$ cat src/rtl/stacker_ctrl_p.sv
// Stacker game controller: a lit block bounces across a row; a button edge
// locks the overlap with the row below, then play climbs until win or lose.
module stacker_ctrl_p #(
    parameter int WIDTH       = 8,
    parameter int ROWS        = 8,
    parameter int INIT_LEN    = 3,
    parameter int PERIOD_INIT = 4,
    parameter int PERIOD_MIN  = 1,
    parameter int PERIOD_STEP = 1
) (
    input  logic                      clk,
    input  logic                      reset_n,
    input  logic                      step_tick,
    input  logic                      btn,
    output logic [WIDTH-1:0]          val,
    output logic [$clog2(ROWS)-1:0]   row_index,
    output logic                      write_strobe,
    output logic                      clr_array,
    output logic                      win,
    output logic                      lose,
    output logic [$clog2(ROWS+1)-1:0] score,
    output logic [2:0]                dbg_state
);

    localparam int RW = $clog2(ROWS);
    localparam int SW = $clog2(ROWS + 1);
    localparam int PW = $clog2(PERIOD_INIT + 1);

    localparam logic [WIDTH-1:0] INIT_PAT  = ~({WIDTH{1'b1}} >> INIT_LEN);
    localparam logic [RW-1:0]    LAST_ROW  = RW'(ROWS - 1);
    localparam logic [SW-1:0]    SCORE_MAX = SW'(ROWS);
    localparam logic [PW-1:0]    P_INIT    = PW'(PERIOD_INIT);
    localparam logic [PW-1:0]    P_MIN     = PW'(PERIOD_MIN);
    localparam logic [PW-1:0]    P_STEP    = PW'(PERIOD_STEP);

    typedef enum logic [2:0] {
        S_INIT  = 3'd0,
        S_TRACE = 3'd1,
        S_LOCK  = 3'd2,
        S_NEXT  = 3'd3,
        S_WIN   = 3'd4,
        S_LOSE  = 3'd5
    } state_t;

    state_t state, state_nx;

    logic             btn_q;
    logic             btn_edge;
    logic [WIDTH-1:0] curr, prev;
    logic [WIDTH-1:0] trim;
    logic [WIDTH-1:0] moved;
    logic             dir_right, dir_nx;
    logic             stuck;
    logic [PW-1:0]    period, period_dec;
    logic [PW-1:0]    tick_cnt;
    logic             move_due;

    assign btn_edge = btn & ~btn_q;
    assign trim     = curr & prev;
    assign stuck    = curr[0] & curr[WIDTH-1];
    assign move_due = step_tick && (tick_cnt == period - PW'(1));

    // Bounce: reverse at either wall, so the block never shifts bits out.
    always_comb begin
        moved  = curr;
        dir_nx = dir_right;
        if (stuck) begin
            moved = curr;
        end else if (dir_right && curr[0]) begin
            dir_nx = 1'b0;
            moved  = curr << 1;
        end else if (!dir_right && curr[WIDTH-1]) begin
            dir_nx = 1'b1;
            moved  = curr >> 1;
        end else if (dir_right) begin
            moved = curr >> 1;
        end else begin
            moved = curr << 1;
        end
    end

    always_comb begin
        period_dec = P_MIN;
        if (int'(period) >= PERIOD_MIN + PERIOD_STEP) begin
            period_dec = period - P_STEP;
        end
    end

    always_ff @(posedge clk or negedge reset_n) begin
        if (!reset_n) begin
            state <= S_INIT;
        end else begin
            state <= state_nx;
        end
    end

    always_comb begin
        state_nx = S_INIT;
        case (state)
            S_INIT:  state_nx = S_TRACE;
            S_TRACE: state_nx = btn_edge ? S_LOCK : S_TRACE;
            S_LOCK: begin
                if (trim == '0) begin
                    state_nx = S_LOSE;
                end else if (row_index == LAST_ROW) begin
                    state_nx = S_WIN;
                end else begin
                    state_nx = S_NEXT;
                end
            end
            S_NEXT:  state_nx = S_TRACE;
            S_WIN:   state_nx = btn_edge ? S_INIT : S_WIN;
            S_LOSE:  state_nx = btn_edge ? S_INIT : S_LOSE;
            default: state_nx = S_INIT;
        endcase
    end

    always_comb begin
        clr_array = (state == S_INIT);
        win       = (state == S_WIN);
        lose      = (state == S_LOSE);
        dbg_state = state;
    end

    // write_strobe is a one-cycle qualifier with no back-pressure: val and
    // row_index are meaningful only in cycles where it is high.
    always_ff @(posedge clk or negedge reset_n) begin
        if (!reset_n) begin
            btn_q        <= 1'b0;
            curr         <= '0;
            prev         <= '0;
            dir_right    <= 1'b1;
            period       <= P_INIT;
            tick_cnt     <= '0;
            val          <= '0;
            row_index    <= '0;
            write_strobe <= 1'b0;
            score        <= '0;
        end else begin
            btn_q        <= btn;
            write_strobe <= 1'b0;
            case (state)
                S_INIT: begin
                    curr         <= INIT_PAT;
                    prev         <= '1;
                    dir_right    <= 1'b1;
                    period       <= P_INIT;
                    tick_cnt     <= '0;
                    row_index    <= '0;
                    score        <= '0;
                    val          <= INIT_PAT;
                    write_strobe <= 1'b1;
                end
                S_TRACE: begin
                    // The lock strobe is issued on entry so it lands in the LOCK cycle.
                    if (btn_edge) begin
                        val          <= trim;
                        write_strobe <= 1'b1;
                    end else if (move_due) begin
                        tick_cnt <= '0;
                        if (!stuck) begin
                            curr         <= moved;
                            dir_right    <= dir_nx;
                            val          <= moved;
                            write_strobe <= 1'b1;
                        end
                    end else if (step_tick) begin
                        tick_cnt <= tick_cnt + PW'(1);
                    end
                end
                S_LOCK: begin
                    if (trim != '0) begin
                        if (score != SCORE_MAX) begin
                            score <= score + SW'(1);
                        end
                        if (row_index != LAST_ROW) begin
                            row_index    <= row_index + RW'(1);
                            prev         <= trim;
                            curr         <= trim;
                            dir_right    <= 1'b1;
                            tick_cnt     <= '0;
                            period       <= period_dec;
                            val          <= trim;
                            write_strobe <= 1'b1;
                        end
                    end
                end
                default: begin
                end
            endcase
        end
    end

endmodule
$ cat config.mk
export PLATFORM = sky130hd
export DESIGN_NAME = stacker_ctrl_p
export DESIGN_NICKNAME = d
export VERILOG_FILES = /design/src/rtl/stacker_ctrl_p.sv
export SDC_FILE = /design/constraint.sdc
export NUM_CORES = 1
export LEC_CHECK = 0
export CAP_MARGIN = 20
export CORE_MARGIN = 2
export CORE_UTILIZATION = 55
export CTS_CLUSTER_SIZE = 16
export DETAILED_ROUTE_END_ITERATION = 10
export PLACE_DENSITY = 0.78
export SYNTH_ARGS = -nofsm -noshare
export SYNTH_HDL_FRONTEND = slang
export SYNTH_SLANG_ARGS = --single-unit
$ cat constraint.sdc
create_clock -name clk -period 2.8 [get_ports clk]
set_clock_uncertainty 0.1 [all_clocks]
set_input_delay 0.42 -clock clk [delete_from_list [all_inputs] [get_ports clk]]
set_output_delay 0.42 -clock clk [all_outputs]
set_load 0.1 [all_outputs]
==> results by group, run 1 <==
Worst setup path
  • CP cell instances: inv_1 > ha_1 > xor2_1 > nand4_4 > o31ai_4 > a21oi_2 > a2111o_1
  • Critical Path AT: 2.46 ns
  • CP endpoint kind: flip-flop
  • Crit-path max FO: 7
  • Req. time, crit path: 2.88 ns
  • Crit start category: flip-flop
  • CP max stage delay: 0.42 ns
  • CP max-delay cell: a2111o_1
  • Crit path kind: flip-flop to flip-flop

Logic synthesis
  • Synth unique cells: 56
  • Sequential element share of the synthesized area: 45.2%
  • Cell count after synthesis: 244
  • Syn. warnings: 0
  • Ys async rst share: 100%
  • Synth Cell Area: 0.00238 mm^2
  • Prevailing post-synth register cell: dfrtp_1
  • Avg Cell Area, Syn: 9.77 um^2
  • Synthesized Nets: 255
  • Post-synth EDFFs: 0
  • Synth Register Bits: 43

Routing
  • Pre-antenna DRT Iters: 4
  • DRC viols: 0
  • WL/cell: 16.2 um
  • Final ANT Viol Nets: 0
  • Vias: 1969
  • Vias per cell: 6.08
  • Drt total wl: 5240 um
  • Initial drt markers: 182

Floorplan
  • Initial Utilization: 58.3%
  • DIE AREA: 0.00488 mm^2
  • IO Count: 26
  • Die Wd: 69.8 um
  • Core area: 0.00409 mm^2
  • Row count: 23
  • Chip height: 69.8 um

Timing
  • Part of the cycle the worst path needs: 85.1%
  • Maximum operating frequency: 419 MHz
  • Post-route minimum period: 2.38 ns
  • Hold slack: 0.162 ns
  • Final hold vios: 0
  • # setup viols final: 0
  • Max transition margin: 36.9%
  • Max-slew violations: 0
  • Setup TNS: 0 ns
  • Unrepaired setup endpoints after global routing: false
  • Worst Tran Pin Value: 0.946 ns

Final layout
  • Synth-to-layout area growth: 15.9%
  • Multi-input logic area: 0.00122 mm^2
  • Proportion of layout cells with a drive suffix above 1: 21.9%
  • Sequential Area: 0.00108 mm^2
  • Fill cell count: 338
  • Layout Nets: 284
  • Diode count: 0

Clock tree
  • CTS tree: built
  • Hold buffer count at CTS: 0
  • TritonCTS Buffers: 5
  • # resized after CTS: 0
  • H-tree levels: 2
  • CTS root buffer: clkbuf_8
  • Clk pin slew, worst setup/hold paths: 0.08 ns
  • Sink Count: 43
  • Post-CTS Setup Bufs: 0
  • Clock Latency Late Sink: 0.30 ns
  • Clock buffer depth: 2

Global route
  • Initial antenna violation count: 0
  • First-pass GRT wire length: 9190 um
  • Largest net degree at the start of global routing: 44
  • Number of global-route vias before repair: 1850
  • Congestion Overflow GR: 0
  • All-Layer GR Usage: 23.4%

Min path
  • Hold WC Path Type: input port to asynchronous set/reset pin

Placement
  • HPWL Detailed: 3810 um
  • IO buf count: 25
  • Routability cong.: 0.931

Power and ir drop
  • Max IR drop VDD: 0.400 mV
  • Leakage: 1.32 nW
  • Power Density: 925 mW/mm^2

Job
  • # Max-Cap Violations: 0

Outcome
  • Outcome: finished clean
-- routing by layer --
layer  vias up  global-route usage (%)  routed length (um)
li1        954                       -                   -
met4         0                    8.55                  98
met3         9                    6.69                 391
met2        78                    33.4                2230
met1       928                    33.7                2510
met5         -                       0                   0
-- flip-flops by register name, indices dropped and copies added, names as in the netlist --
register and count:
btn_q 1, period 3, tick_cnt 3, dir_right 1
curr 8, prev 8, dbg_state 3, row_index 3
score 4, val 8, write_strobe 1
-- report_power, final --
| group | internal [mW] | total (mW) | switching (mW) |
|---|---|---|---|
| combinational | 0.394 | 1.22 | 0.824 |
| sequential | 0.776 | 0.907 | 0.131 |
| clock | 0.225 | 0.429 | 0.204 |
-- layout by cell type (no fill, tap or decap), types with 4 or more instances in the layout --
| cell | netlist | final |
|---|---|---|
| buf_4 | 0 | 28 |
| nand2_1 | 37 | 37 |
| nor2_1 | 15 | 14 |
| dfrtp_1 | 41 | 41 |
| mux2_2 | 9 | 9 |
| clkbuf_8 | 0 | 7 |
| a21oi_1 | 5 | 5 |
| a21o_1 | 4 | 4 |
| ha_1 | 7 | 7 |
| mux2i_1 | 6 | 6 |
| nand3_1 | 7 | 7 |
| o21ai_0 | 16 | 16 |
| nand2b_1 | 4 | 4 |
| o22ai_1 | 13 | 13 |
| inv_1 | 11 | 11 |
-- final cells by class --
cell class	instances	area share (%)
multi-input cells	180	44.3
flip-flops and latches	43	39.1
repair buffers	32	9.24
clock buffers	8	3.62
well taps	50	2.27
inverters	11	1.50
-- kinds of logic (layout without fill, tap and decap cells) --
family	Yosys count	in the layout	synth area share [%]
AO/OA/AOI/OAI	66	66	19.5
XOR/XNOR	3	3	1.73
adder cells (fa/ha/maj)	7	7	3.67
buffers and inverters	21	51	3.52
flip-flops	43	43	45.2
multiplexers	15	15	6.77
AND/OR/NAND/NOR	89	89	19.5
-- metrics by stage --
stage	setup slack, ns	power [mW]	area [um^2]	cells	utilization (%)
floorplan	0.0436	1.86	2390	244	-
global placement	0.470	2.12	2660	316	65.1
detailed placement	0.432	2.13	2660	316	65.1
CTS	0.411	2.57	2760	324	67.6
global route	0.294	2.71	2760	324	67.6
finish	0.416	2.55	2760	324	67.6
-- Yosys cell counts (2+ instances only) --
cell type / n / share of area (%)
o21ai_0: 16 / 3.4
xor2_1: 2 / 0.74
nor3_1: 2 / 0.42
clkbuf_1: 5 / 0.79
a21o_1: 4 / 1.3
a32oi_1: 2 / 0.74
nor2_1: 15 / 2.4
nor3b_1: 2 / 0.63
nand4_1: 2 / 0.52
nand2b_1: 4 / 1.0
a22oi_1: 2 / 0.63
or2_2: 2 / 0.52
dfrtp_1: 41 / 43
a21oi_1: 5 / 1.0
a21bo_2: 2 / 0.84
nand2_1: 37 / 5.8
o22ai_1: 13 / 3.4
buf_2: 4 / 0.84
nand3_1: 7 / 1.5
o31ai_1: 2 / 0.63
o41ai_1: 3 / 1.1
ha_1: 7 / 3.7
and2_1: 3 / 0.79
mux2_2: 9 / 4.3
or3_1: 2 / 0.52
inv_1: 11 / 1.7
dfstp_2: 2 / 2.2
mux2i_1: 6 / 2.5
a211o_1: 2 / 0.74
nor4b_1: 2 / 0.74
a21boi_0: 3 / 0.94
-- worst max-delay path: cells and delay by family, from the launching register on --
kind | cells | cell delay [ns]
compound gates | 3 | 0.90
flops | 1 | 0.41
fa+ha+maj | 1 | 0.32
xor+xnor | 1 | 0.25
simple gates | 1 | 0.19
buf+inv | 1 | 0.08
-- final timing paths --
path,startpoint,end,slack [ns],cells after the start
min in group clk,prev[0],prev[0],0.41,2
worst max-delay path,period[0],curr[7],0.42,7
worst max register to register,period[0],curr[7],0.42,7
worst min-delay path,reset_n,write_strobe,0.16,1
max in group asynchronous,reset_n,curr[7],1.85,1
worst min register to register,prev[0],prev[0],0.41,2
Note: power is estimated with default switching activity, not from simulation.
==> inputs of run 2 (changes only) <==
--- a/config.mk
+++ b/config.mk
@@ -6,6 +6,7 @@
 export NUM_CORES = 1
 export LEC_CHECK = 0
 export CAP_MARGIN = 20
+export CORE_ASPECT_RATIO = 1.2
 export CORE_MARGIN = 2
 export CORE_UTILIZATION = 55
 export CTS_CLUSTER_SIZE = 16
==> run 2 against run 1 <==
Flip-flop and latch count unchanged. Register-to-register slack got worse by 0.05 ns. Sequential share of layout area decreased by 0.40 points. Via count increased by 1.4%. Clock power increased by 33%. Fmax decreased by 3.9%. Core utilization decreased by 1.1 points. Power increased by 6.5%. Die area about the same. Worst setup slack got worse by 0.097 ns. Highest routed layer unchanged.
==> results by group, run 2 (synthesis results as in run 1) <==
Outcome
  • Outcome: finished clean

Final layout
  • Synth-to-layout area growth: 17.1%
  • Proportion of layout cells with a drive suffix above 1: 21.7%
  • Biggest regs: curr x8, prev x8, val x8
  • Commonest cells after routing, fill and taps aside: dfrtp_1, nand2_1, buf_4
  • Diode count: 0
  • Final design utilization: 66.5%
  • Non-Filler Instances: 328
  • Layout Nets: 282
  • Final Cell Area: 0.00279 mm^2
  • Fill cell count: 340
  • Commonest non-fill, non-tap cell in the layout: dfrtp_1

Timing
  • Setup TNS: 0 ns
  • Final hold vios: 0
  • Part of the cycle the worst path needs: 88.6%
  • Maximum operating frequency: 403 MHz
  • Worst Tran Pin Value: 0.942 ns
  • Unrepaired setup endpoints after global routing: false
  • Max transition margin: 37.2%
  • # setup viols final: 0
  • Max-slew violations: 0
  • Post-route minimum period: 2.48 ns

Global route
  • All-Layer GR Usage: 25.4%
  • First-pass GRT wire length: 9680 um
  • Congestion Overflow GR: 0
  • Number of global-route vias before repair: 1917
  • Initial antenna violation count: 0
  • Largest net degree at the start of global routing: 44

Worst setup path
  • Critical Path AT: 1.96 ns
  • Req. time, crit path: 2.28 ns
  • CP endpoint kind: output port
  • Crit start category: flip-flop
  • Crit-path max FO: 15
  • Crit path kind: flip-flop to output port

Routing
  • Final ANT Viol Nets: 0
  • DRC viols: 0
  • Pre-antenna DRT Iters: 5
  • Vias per cell: 6.09
  • Initial drt markers: 186
  • Vias: 1997
  • WL/cell: 17.9 um
  • Drt total wl: 5870 um

Placement
  • Routability cong.: 0.980
  • IO buf count: 25
  • Cell Area, Placed: 0.00265 mm^2
  • Cells after DPL: 320
  • HPWL Detailed: 4230 um

Floorplan
  • Die Wd: 64.1 um
  • Row count: 26
  • Chip height: 76.1 um
  • IO Count: 26
  • Initial Utilization: 56.8%
  • Core area: 0.00420 mm^2
  • DIE AREA: 0.00488 mm^2

Clock tree
  • CTS tree: built
  • Clk pin slew, worst setup/hold paths: 0.08 ns
  • TritonCTS Buffers: 5
  • Clock Latency Late Sink: 0.29 ns
  • # resized after CTS: 0
  • Hold buffer count at CTS: 0
  • Clock buffer depth: 2
  • CTS root buffer: clkbuf_8
  • Post-CTS Setup Bufs: 0
  • H-tree levels: 2
  • Sink Count: 43

Min path
  • Hold WC Path Type: input port to asynchronous set/reset pin

Power and ir drop
  • Comb pwr share: 45.5%
  • Switch share: 44.0%
  • Sw Pwr: 1.20 mW
  • Leakage: 1.32 nW
  • Power Density: 975 mW/mm^2
  • Clock network fraction of design power: 21.0%
  • Sequential share of power: 33.5%
  • Max IR drop VDD: 0.717 mV
  • Internal power: 1.52 mW

Job
  • # Max-Cap Violations: 0
run 2: cell count changes in the layout (fill, tap and decap cells not counted):
cell,previous run,this run
buf_4,28,26
clkbuf_1,1,0
clkbuf_8,7,5
bufinv_16,0,2
clkinvlp_4,0,1
run 2: layout make-up:
| cell class | count | area, um^2 | share of cell area, % |
|---|---|---|---|
| inverters | 11 | 41.3 | 1.48 |
| clock inverters | 3 | 67.6 | 2.42 |
| flip-flops and latches | 43 | 1080 | 38.7 |
| multi-input cells | 180 | 1220 | 43.9 |
| repair buffers | 30 | 240 | 8.61 |
| well taps | 56 | 70.1 | 2.51 |
| clock buffers | 5 | 68.8 | 2.47 |
run 2: stage by stage:
stage          hold slack (ns)  power (mW)  setup slack [ns]
2_1_floorplan           0.0244        1.86            0.0436
3_3_place_gp             0.389        2.13             0.436
3_5_place_dp             0.394        2.15             0.378
4_1_cts                  0.198        2.73             0.307
5_1_grt                  0.252        2.86             0.162
6_report                 0.173        2.72             0.319
run 2: power groups by stage:
stage	Clock [mW]	Sequential [mW]	Combinational (mW)
floorplan	0	1.28	0.582
global placement	0	0.913	1.21
detailed placement	0	0.921	1.23
CTS	0.580	0.909	1.24
global route	0.607	0.937	1.31
finish	0.572	0.912	1.24
run 2: worst paths after layout:
path                             end  cells past startpoint  slack [ns]         start
min in group clk           period[0]                      1        0.41     period[0]
max in group asynchronous    curr[5]                      1        1.85       reset_n
max reg2reg                   val[4]                      5        0.37       curr[5]
min                           val[5]                      1        0.17       reset_n
max                        clr_array                      3        0.32  dbg_state[0]
min reg2reg                period[0]                      1        0.41     period[0]
run 2: routing by layer:
metal / share of wire, % / vias to the layer above / track usage, % / wire length [um]
li1: - / 942 / - / -
met1: 44 / 961 / 36.2 / 2580
met5: 0 / - / 0 / 0
met3: 5.4 / 17 / 3.10 / 319
met2: 49 / 77 / 41.0 / 2860
met4: 1.8 / 0 / 7.23 / 104
run 2: worst max-delay path, stage by stage, from the launching register on:
cell     delay [ns]
dfrtp_1        0.54
or3_1          0.65
inv_1          0.27
buf_12         0.21
